**config.mk**
```make
export PLATFORM = sky130hd
export DESIGN_NAME = prog_clock_divider
export DESIGN_NICKNAME = d
export VERILOG_FILES = /design/src/rtl/prog_clock_divider.sv
export SDC_FILE = /design/constraint.sdc
export NUM_CORES = 1
export LEC_CHECK = 0
export CAP_MARGIN = 15
export CORE_MARGIN = 3
export CORE_UTILIZATION = 66
export CTS_CLUSTER_SIZE = 8
export DETAILED_ROUTE_END_ITERATION = 6
export PLACE_DENSITY_LB_ADDON = 0.15
export SYNTH_ARGS = -nofsm -noshare
export SYNTH_HDL_FRONTEND = slang
export SYNTH_SLANG_ARGS = --single-unit
export TNS_END_PERCENT = 1
```
**constraint.sdc**
```tcl
create_clock -name clock_in -period 10 [get_ports clock_in]
set_input_delay 2 -clock clock_in [delete_from_list [all_inputs] [get_ports clock_in]]
set_output_delay 2 -clock clock_in [all_outputs]
set_load 0.05 [all_outputs]
```
**src/rtl/prog_clock_divider.sv**
```systemverilog
`default_nettype none
// ============================================================================
//  Module      : prog_clock_divider
//  Description : Runtime-programmable clock divider / tick generator.
//                Divides clock_in by an integer period (2..2^WIDTH-1) with a
//                programmable high time. Produces a registered divided clock
//                and a one-cycle tick on the first cycle of every period.
//                New settings are staged in shadow registers and applied only
//                at a period boundary or while the divider is parked.
//  Revision    : 1.0  initial release
// ============================================================================
module prog_clock_divider #(
  parameter int          WIDTH     = 18,
  parameter int unsigned DIV_RESET = 2**(WIDTH-1)
) (
  input  logic             clock_in,
  input  logic             reset_n,
  input  logic             enable,
  input  logic             load,
  input  logic [WIDTH-1:0] div_in,
  input  logic [WIDTH-1:0] duty_in,
  output logic             clock_out,
  output logic             tick,
  output logic             pending
);

  localparam logic [WIDTH-1:0] c_DIV_RESET  = WIDTH'(DIV_RESET);
  localparam logic [WIDTH-1:0] c_HIGH_RESET = c_DIV_RESET >> 1;
  localparam logic [WIDTH-1:0] c_ONE        = WIDTH'(1);
  localparam logic [WIDTH-1:0] c_TWO        = WIDTH'(2);

  // Active settings and phase counter
  logic [WIDTH-1:0] r_phase;
  logic [WIDTH-1:0] r_period;
  logic [WIDTH-1:0] r_high;
  // Staged settings waiting for the next update point
  logic [WIDTH-1:0] r_sh_period;
  logic [WIDTH-1:0] r_sh_high;
  logic             r_pending;
  logic             r_clock_out;
  logic             r_tick;

  logic [WIDTH-1:0] w_ld_period;
  logic [WIDTH-1:0] w_ld_high;
  logic [WIDTH-1:0] w_nxt_period;
  logic [WIDTH-1:0] w_nxt_high;
  logic [WIDTH-1:0] w_phase_inc;
  logic             w_wrap;

  // Clamp requested values and select the settings an update point would apply
  always_comb begin
    w_ld_period = (div_in < c_TWO) ? c_TWO : div_in;
    if (duty_in == '0) begin
      w_ld_high = w_ld_period >> 1;
    end else if (duty_in >= w_ld_period) begin
      w_ld_high = w_ld_period - c_ONE;
    end else begin
      w_ld_high = duty_in;
    end

    // A load coinciding with an update point wins over any older shadow
    if (load) begin
      w_nxt_period = w_ld_period;
      w_nxt_high   = w_ld_high;
    end else if (r_pending) begin
      w_nxt_period = r_sh_period;
      w_nxt_high   = r_sh_high;
    end else begin
      w_nxt_period = r_period;
      w_nxt_high   = r_high;
    end

    w_wrap      = (r_phase == (r_period - c_ONE));
    w_phase_inc = r_phase + c_ONE;
  end

  // Phase counter, setting update and registered outputs
  always_ff @(posedge clock_in) begin
    if (!reset_n) begin
      r_phase     <= c_DIV_RESET - c_ONE;
      r_period    <= c_DIV_RESET;
      r_high      <= c_HIGH_RESET;
      r_sh_period <= c_DIV_RESET;
      r_sh_high   <= c_HIGH_RESET;
      r_pending   <= 1'b0;
      r_clock_out <= 1'b0;
      r_tick      <= 1'b0;
    end else if (!enable) begin
      // Parked: take any new setting now and sit one cycle before a wrap,
      // so the first enabled edge starts a fresh period
      r_period    <= w_nxt_period;
      r_high      <= w_nxt_high;
      r_phase     <= w_nxt_period - c_ONE;
      r_pending   <= 1'b0;
      r_clock_out <= 1'b0;
      r_tick      <= 1'b0;
    end else if (w_wrap) begin
      // Period boundary: new high time governs phase 0 directly
      r_period    <= w_nxt_period;
      r_high      <= w_nxt_high;
      r_phase     <= '0;
      r_pending   <= 1'b0;
      r_clock_out <= (w_nxt_high != '0);
      r_tick      <= 1'b1;
    end else begin
      r_phase     <= w_phase_inc;
      r_clock_out <= (w_phase_inc < r_high);
      r_tick      <= 1'b0;
      if (load) begin
        r_sh_period <= w_ld_period;
        r_sh_high   <= w_ld_high;
        r_pending   <= 1'b1;
      end
    end
  end

  assign clock_out = r_clock_out;
  assign tick      = r_tick;
  assign pending   = r_pending;

endmodule
`default_nettype wire

```
==> results.ini <==
[placement]
dp_hpwl_mm=16.5
io_buffers=42
gp_congestion=1.02
dpl.cell_count=1069

[setup_path]
reg2reg_from=r_period[0]
required_ns=10.24
rr_endpoint=r_sh_high[17]
crit_path_max_fanout=25
worstPathArrival_ns=6.77
reg2reg_slack_ns=5.54
crit_chain=clkdlybuf4s50_1 -> or4_4 -> nor3_4 -> nand2_2 -> nand2_1 -> inv_1 -> ha_1 -> nand2b_1 -> a2111oi_0 -> or4_1 -> a31oi_2 -> buf_4 -> mux2i_1 -> a221oi_1 -> or4_1 -> nor4_1 -> and4_1 -> a211oi_1
endpoint_kind=register
path_common_cell=or4_1
cp-start-kind=primary input
r2r_cells=13
crit_type=in2reg
slowest_delay_ns=0.64
cp_slowest_cell=or4_4

[floorplanning]
num_rows=37
io_pins=43
die_w_um=110
core_area_um2=10400
die_h_um=110
die_area_um2=12000
initial_utilization_pct=68.2

[synthesis]
syn_nets=1028
synthTopCellsByArea=dfxtp_1, nand2_1, ha_1
ys_seq_area_share_pct=26.2
synth_edf_count=0
yosysWarnings=0
yosys_most_used_dff=dfxtp_1
ys_seq_elements=93
synthesis.area_um2=7110
syn_avg_cell_area_um2=7.49
async_flop_share_pct=0
yosys.area.top_type=dfxtp_1
yosysMostFrequentCell=nand2_1
ys_types=74
synth_commonest_cells=nand2_1, nor2_1, dfxtp_1
synthesis.instances=949
yosysTopAreaCellShare_pct=26.2

[timing]
fmax_mhz=153
rsz0062_at_grt=no
skew_ns=0.0118
post-route-min-period_ns=6.52
hold_viol=0
finalSetupViolCount=0
relSlewSlack_pct=39.1
setup_tns_ns=0
finalMaxSlewViolations=0
finalCritPeriodShare_pct=65.2
tightest_slew_ns=0.913

[clock_tree]
clock_latency_ns=0.39
hold_buffers=0
h-tree-depth=3
cts.clk_slew.worst_paths_ns=0.09
numCtsBuffers=9
cts_root_buf=clkbuf_8
postCtsSetupBuffers=0
cts_tree=yes
cts_max_path_buffers=2
post_cts_resized=0
cts_sinks=93

[hold_path]
hold_depth=2
hold_start=r_high[13]
min_to=r_high[13]
min_path_type=reg2reg

[layout]
seq_area_um2=1860
multi_input_area_um2=4740
fillers=852
final_nets=1023
insertedDiodeCount=0
final_layout_size_suffix_gt1_share_pct=6.75
final_cells=1084
area_growth_pct=7.47

[grt]
grt_pass1_vias=6649
grt_max_degree=78
grt.overflow.total=0
grt_pass1_wl_mm=34.5
antenna_found_initial=0
groute.usage.overall_pct=37.4

[drt]
wl_mm=22.5
ant_nets=0
first_iter_violations=1022
drc=0
vias=7253
first_pass_iters=5
wl_per_cell_um=20.8
viasPerCell=6.69

[power]
power_density_nw_per_um2=134
finalPower_mw=1.03
leakage_nw=2.85
ir_worst_vdd_v=0.000107

[run]
maxCapViolations=0

[outcome]
outcome=complete, no violations

-- power breakdown --
group          switching [mW]  internal [mW]
Clock                   0.145          0.122
Sequential             0.0329          0.396
Combinational           0.197          0.132
Total                   0.375          0.651
-- worst max path at each step --
stage                from         to  slack, ns  depth (start not counted)
4_1_cts        div_in[15]  clock_out       3.55                         18
3_5_place_dp   div_in[15]  clock_out       3.13                         18
5_1_grt        div_in[15]  clock_out       3.12                         18
2_1_floorplan   div_in[2]  clock_out       4.08                         18
3_3_place_gp    div_in[3]  clock_out       3.21                         18
6_report       div_in[15]  clock_out       3.48                         18
-- state kept, by name (all words and copies together) (netlist names) --
name and count:
r_period 18, tick 1, clock_out 1, r_phase 18, r_sh_high 18, pending 1, r_high 18, r_sh_period 18
-- per-stage QoR --
stage | utilization (%) | worst slack, ns | hold WS (ns) | instance area [um2]
final | 73.3 | 3.48 | 0.458 | 7640
after floorplan | - | 4.08 | 0.432 | 7110
after global placement | 71.4 | 3.21 | 0.438 | 7440
after global routing | 73.3 | 3.12 | 0.483 | 7640
after CTS | 73.3 | 3.55 | 0.457 | 7640
after detailed placement | 71.4 | 3.13 | 0.446 | 7440
-- logic make-up after synthesis --
family,synth area share (%)
xor+xnor,7.40
fa+ha+maj,6.87
buf+inv,7.17
mux,5.41
simple gates,24.7
compound gates,22.3
flops,26.2
-- worst max-delay path: cells and delay by family --
family,cells,cell delay (ns)
AO/OA/AOI/OAI,4,0.45
adder cells (fa/ha/maj),1,0.27
buffers and inverters,3,0.97
multiplexers,1,0.30
AND/OR/NAND/NOR,9,2.76
-- cell usage in the layout (no fill, tap or decap), types with 32 or more instances in the layout --
cell type | synthesis | layout
inv_1 | 47 | 47
dfxtp_1 | 93 | 92
nor2_1 | 108 | 107
clkdlybuf4s50_1 | 0 | 41
xnor2_1 | 38 | 38
o21ai_0 | 32 | 32
ha_1 | 39 | 39
mux2i_1 | 35 | 35
a21oi_1 | 85 | 85
nand2_1 | 132 | 132
-- routing by layer --
layer	part of all wire, %	vias to the layer above	global-route usage (%)	wire, um
li1	-	3349	-	-
met1	42	3426	49.5	9470
met2	45	405	57.8	10000
met3	8.7	73	7.52	1960
met4	4.7	0	18.4	1050
met5	0	-	0	0
-- area by class of cell --
cell class,count,share of cell area [%]
multi-input cells,741,62.1
inverters,48,2.36
well taps,136,2.23
clock buffers,10,1.80
flip-flops and latches,93,24.4
repair buffers,51,6.32
clock inverters,5,0.786
Note: power is estimated with default switching activity, not from simulation.
==> RTL edit 1, RTL diff (same settings) <==
Register the output `pending` once more, cleared by the reset; this adds one clock of latency there. The other outputs are not delayed to match.
--- a/src/rtl/prog_clock_divider.sv
+++ b/src/rtl/prog_clock_divider.sv
@@ -116,7 +116,13 @@
 
   assign clock_out = r_clock_out;
   assign tick      = r_tick;
-  assign pending   = r_pending;
+  always_ff @(posedge clock_in) begin
+    if (!reset_n) begin
+      pending <= '0;
+    end else begin
+      pending <= r_pending;
+    end
+  end
 
 endmodule
 `default_nettype wire
Behaviour: not the same (Yosys sat finds a counterexample within 4 cycles, from zero or initial values and one cycle with reset_n low).
==> RTL edit 1 against the unedited design <==
- non-clock buffer count is 2 lower
- sequential cell count is 1 higher
- worst setup slack better by 78 ps
- synthesized area is 1.3% higher
- via count is 2.1% higher
- routed wire length is 1.3% higher
- final area is 1.1% higher
- clock power is 3% higher
- synthesized cell count is 1.2% higher
- power is 1.3% higher
- critical endpoint unchanged
- largest cell class unchanged
- largest power group unchanged
==> RTL edit 1: results (changes against the unedited design) <==
Global routing
  – Total Routing Usage GR: 36.52% (-0.86 points)
  – Largest net degree at the start of global routing: 73 (-6.4%)
  – Global-route wire length before repair: 36490 microns (+5.7%)
  – Number of global-route vias before repair: 7010 (+5.4%)

Timing
  – Worst Tran Pin Value: 1007 ps (+93.95 ps)
  – Hold Fails Final Rpt: 0 (unchanged)
  – Final Skew: 12.54 ps (+0.7061 ps)
  – Fin. max-slew vios: 0 (unchanged)

Logic synthesis
  – Fraction of the mapped netlist area in adder cells: 6.781% (-0.086 points)
  – Synth top area cells: dfxtp_1 26%, ha_1 6.8%, nor2_1 6.2%
  – Library cells used by synthesis: 73 (-1.4%)
  – Ys Warns: 0 (unchanged)
  – Compound-gate portion of the synthesized area: 20.83% (-1.5 points)
  – Synth Area in XOR/XNOR: 7.547% (+0.15 points)
  – Register area share after synthesis: 26.15% (-0.050 points)
  – Post-synthesis mux area share: 5.582% (+0.18 points)
  – Top cells by count, synth: 118 x nor2_1, 106 x nand2_1, 94 x dfxtp_1
  – Synthesized instance count: 960 (+1.2%)
  – Synth async-reset ratio: 0% (unchanged)

Final layout
  – Antenna fix cells: 0 (unchanged)
  – Nets: 1029 (+0.59%)
  – Share of cells above drive strength 1: 5.969% (-0.78 points)
  – Filler Cell Count: 833 (-2.2%)

Clock network
  – Total CTS buffers: 9 (unchanged)
  – Post-CTS sizing: 0 (unchanged)
  – Root Buffer: clkbuf_8
  – Clock transition at path regs: 100 ps
  – CTS max path bufs: 2 (unchanged)
  – Post-CTS setup buffers: 0 (unchanged)
  – Clk_lat worst skew: 380 ps

Drt
  – Final WL: 22790 microns (+1.3%)
  – Antenna violation net count after detailed routing: 0 (unchanged)
  – Post-DR vias/cell: 6.789 (+1.5%)
  – Via count: 7407 (+2.1%)
  – Iteration-0 DRC Markers: 1053 (+3.0%)
  – First-pass DRT Iterations: 5 (unchanged)

Placed design
  – Cell total after placement: 1075 (+0.56%)
  – Place WS: 3267 ps (+136.2 ps)
  – Cell area after placement: 0.007512 sq mm (+0.99%)
  – Input/output buffers: 42 (unchanged)
  – HPWL after DPL: 17010 microns (+2.9%)
  – Routability cong.: 0.9300 (-9.1%)

Setup path
  – Dominant delay contributor by cell family on the critical path: simple AND/OR/NAND/NOR gates
  – Max stage delay cell, worst path: or4_4
  – R2r worst-path depth: 11 (-2)
  – Critical Path AT: 6730 ps (-40 ps)
  – Worst-path fanout max: 14 (-44%)
  – Crit path largest cell delay: 660 ps (+20 ps)

Hold path
  – Hold Crit Class: reg2reg

Pwr
  – Peak supply drop: 0.1231 mV (+16%)
  – Leak Pwr: 2.984 nW (+4.8%)

Outcome
  – Status: completed
## RTL edit 1: cell count changes after synthesis, moves of 10 or more
cell      unedited run  this run
a21oi_1             85        70
nand2_1            132       106
nand3_1             19        29
nor2_1             108       118
o211ai_1            11        22
xnor2_1             38        49
## RTL edit 1: cells by family (layout without fill, tap and decap cells)
logic type	after synthesis	after routing
compound gates	224	224
xor+xnor	62	62
fa+ha+maj	39	39
simple gates	385	385
flops	94	94
mux	40	40
buf+inv	116	111
## RTL edit 1: layout make-up
class / instances / area, sq um / area share, %
clock buffers: 9 / 123.9 / 1.604
multi-input cells: 750 / 4818 / 62.39
repair buffers: 49 / 467.9 / 6.060
inverters: 46 / 172.7 / 2.236
well taps: 136 / 170.2 / 2.203
clock inverters: 7 / 86.33 / 1.118
flip-flops and latches: 94 / 1883 / 24.38
## RTL edit 1: worst paths after layout
path	start	endpoint	slack (ps)
worst max-delay path	div_in[9]	clock_out	3550
worst min-delay path	r_sh_period[12]	r_sh_period[12]	470
worst max register to register	r_period[6]	r_sh_high[1]	5420
worst min register to register	r_sh_period[12]	r_sh_period[12]	470
## RTL edit 1: tightest hold or removal path: stages, from the launching register on
cell     delay [ps]
dfxtp_1         320
nand2_1          50
a21oi_1          50
## RTL edit 1: where the power goes
group / switching (mW) / leakage, nW / internal [mW]
registers: 0.0326 / 0.776 / 0.401
clock network: 0.152 / 0.104 / 0.121
logic: 0.199 / 2.10 / 0.133
total: 0.384 / 2.98 / 0.656
## RTL edit 1: layer usage
metal  global-route usage, %  routed length (microns)  vias to the layer above
met1                   47.66                     9085                     3466
met2                   60.07                    10680                      479
met3                   6.411                     2226                       66
li1                        -                        -                     3396
met5                       0                        0                        -
met4                   14.12                      804                        0
==> RTL edit 2, RTL diff (config.mk and constraints unchanged) <==
Without the edit above. Change the parameter `WIDTH` from 18 to 16.
--- a/src/rtl/prog_clock_divider.sv
+++ b/src/rtl/prog_clock_divider.sv
@@ -10,7 +10,7 @@
 //  Revision    : 1.0  initial release
 // ============================================================================
 module prog_clock_divider #(
-  parameter int          WIDTH     = 18,
+  parameter int          WIDTH     = 16,
   parameter int unsigned DIV_RESET = 2**(WIDTH-1)
 ) (
   input  logic             clock_in,
Ports: changed (resized div_in and duty_in); port bits go from 43 to 39. The function was not compared with the original's and may differ.
==> RTL edit 2 against the unedited design <==
- power decreased by 11%
- synthesized area decreased by 11%
- sequential cell count decreased by 10
- worst setup slack improved by 170 ps
- final area decreased by 9.8%
- clock power decreased by 8.2%
- combinational power decreased by 12%
- routed wire length decreased by 20%
==> RTL edit 2: results (changes against the unedited design) <==
Global routing
  – Largest net degree at the start of global routing: 84 (+7.7%)
  – GR Layer Usage met2: 54.64% (-3.2 points)
  – Grt met3 use: 5.587% (-1.9 points)
  – Total Routing Usage GR: 33.09% (-4.3 points)
  – Number of global-route vias before repair: 5874 (-12%)
  – GR Util met1: 42.74% (-6.8 points)
  – Global-route wire length before repair: 29300 microns (-15%)

Setup path
  – Worst-path fanout max: 14 (-44%)
  – R2r worst-path depth: 11 (-2)
  – Critical Path AT: 6590 ps (-180 ps)

Placed design
  – Place WS: 3424 ps (+293.0 ps)
  – Input/output buffers: 38 (-9.5%)
  – Cell total after placement: 905 (-15%)
  – Routability cong.: 0.9979 (-2.5%)
  – HPWL after DPL: 13330 microns (-19%)
  – Cell area after placement: 0.006695 sq mm (-10%)

Logic synthesis
  – Synth async-reset ratio: 0% (unchanged)
  – Synth top area cells: dfxtp_1 26%, mux2i_1 11%, ha_1 6.9%
  – Library cells used by synthesis: 63 (-15%)
  – Ys Warns: 0 (unchanged)
  – Compound-gate portion of the synthesized area: 20.54% (-1.8 points)
  – Synth Area in XOR/XNOR: 7.333% (-0.062 points)
  – Fraction of the mapped netlist area in adder cells: 6.918% (+0.051 points)
  – Register area share after synthesis: 26.25% (+0.048 points)
  – Synthesized instance count: 784 (-17%)
  – Post-synthesis mux area share: 10.77% (+5.4 points)
  – Top cells by count, synth: 83 x dfxtp_1, 68 x nand2_1, 67 x mux2i_1

Clock network
  – Root Buffer: clkbuf_8
  – Total CTS buffers: 9 (unchanged)
  – H-Tree Depth: 3 (unchanged)
  – Clock transition at path regs: 90 ps (about the same)
  – Clk_lat worst skew: 360 ps (-30 ps)
  – Clock Sinks: 83 (-11%)

Die
  – # Taps: 129 (-5.1%)

Drt
  – WL met1: 7279 microns (-23%)
  – Wire length on met2: 8588 microns (-14%)
  – Final WL: 18060 microns (-20%)
  – Post-DR vias/cell: 6.595 (-1.4%)
  – Iteration-0 DRC Markers: 782 (-23%)
  – Met3 WL: 1509 microns (-23%)

Final layout
  – Area of the multi-input gates: 0.004293 sq mm (-9.5%)
  – Share of cells above drive strength 1: 4.924% (-1.8 points)
  – Antenna fix cells: 0 (unchanged)
  – Sequential cell area share: 24.14% (-0.26 points)
  – Comb_multi_in: 608 (-18%)
  – Non-CTS inverters: 40 (-17%)
  – Filler Cell Count: 729 (-14%)
  – NonClk Buf Share: 6.211% (-0.11 points)
  – Non-CTS buffers: 45 (-12%)
  – CLK BUF: 11 (+1)
  – Nets: 858 (-16%)
  – Clock buf/inv share: 2.815% (+0.23 points)
  – Non-filler cells, final: 921 (-15%)
  – Fraction of area in multi-input gates: 62.31% (+0.21 points)

Hold path
  – WHS Path Cells: 2 (unchanged)

Pwr
  – Peak supply drop: 0.08974 mV (-16%)
  – Leak Pwr: 2.739 nW (-3.8%)

Timing
  – Final Skew: 10.09 ps (-1.743 ps)
  – Max_slew headroom: 34.53% (-4.6 points)

Outcome
  – Status: completed
## RTL edit 2: final timing paths
check                                     start               to  slack (ps)
worst max-delay path                  div_in[7]        clock_out        3650
worst min-delay path            r_sh_period[15]  r_sh_period[15]         500
worst max register to register      r_period[3]    r_sh_high[13]        5770
worst min register to register  r_sh_period[15]  r_sh_period[15]         500
## RTL edit 2: worst max-delay path, stage by stage
cell and delay, ps:
clkdlybuf4s50_1 580, or4_1 670, or3_1 490, o31ai_1 340
inv_1 150, ha_1 290, nand2b_1 90, a21oi_1 70
o2111ai_1 280, a21o_1 500, mux2i_1 360, and4_1 240
o2111ai_1 160, nor4_1 240, a21oi_1 130
## RTL edit 2: cells by family after synthesis
family,Yosys count
xor+xnor,53
compound gates,182
mux,68
simple gates,270
buf+inv,93
flops,83
fa+ha+maj,35
## RTL edit 2: where the power goes
part | internal [mW] | switching [mW]
clock | 0.117 | 0.128
combinational | 0.126 | 0.162
sequential | 0.355 | 0.0259
total | 0.598 | 0.316
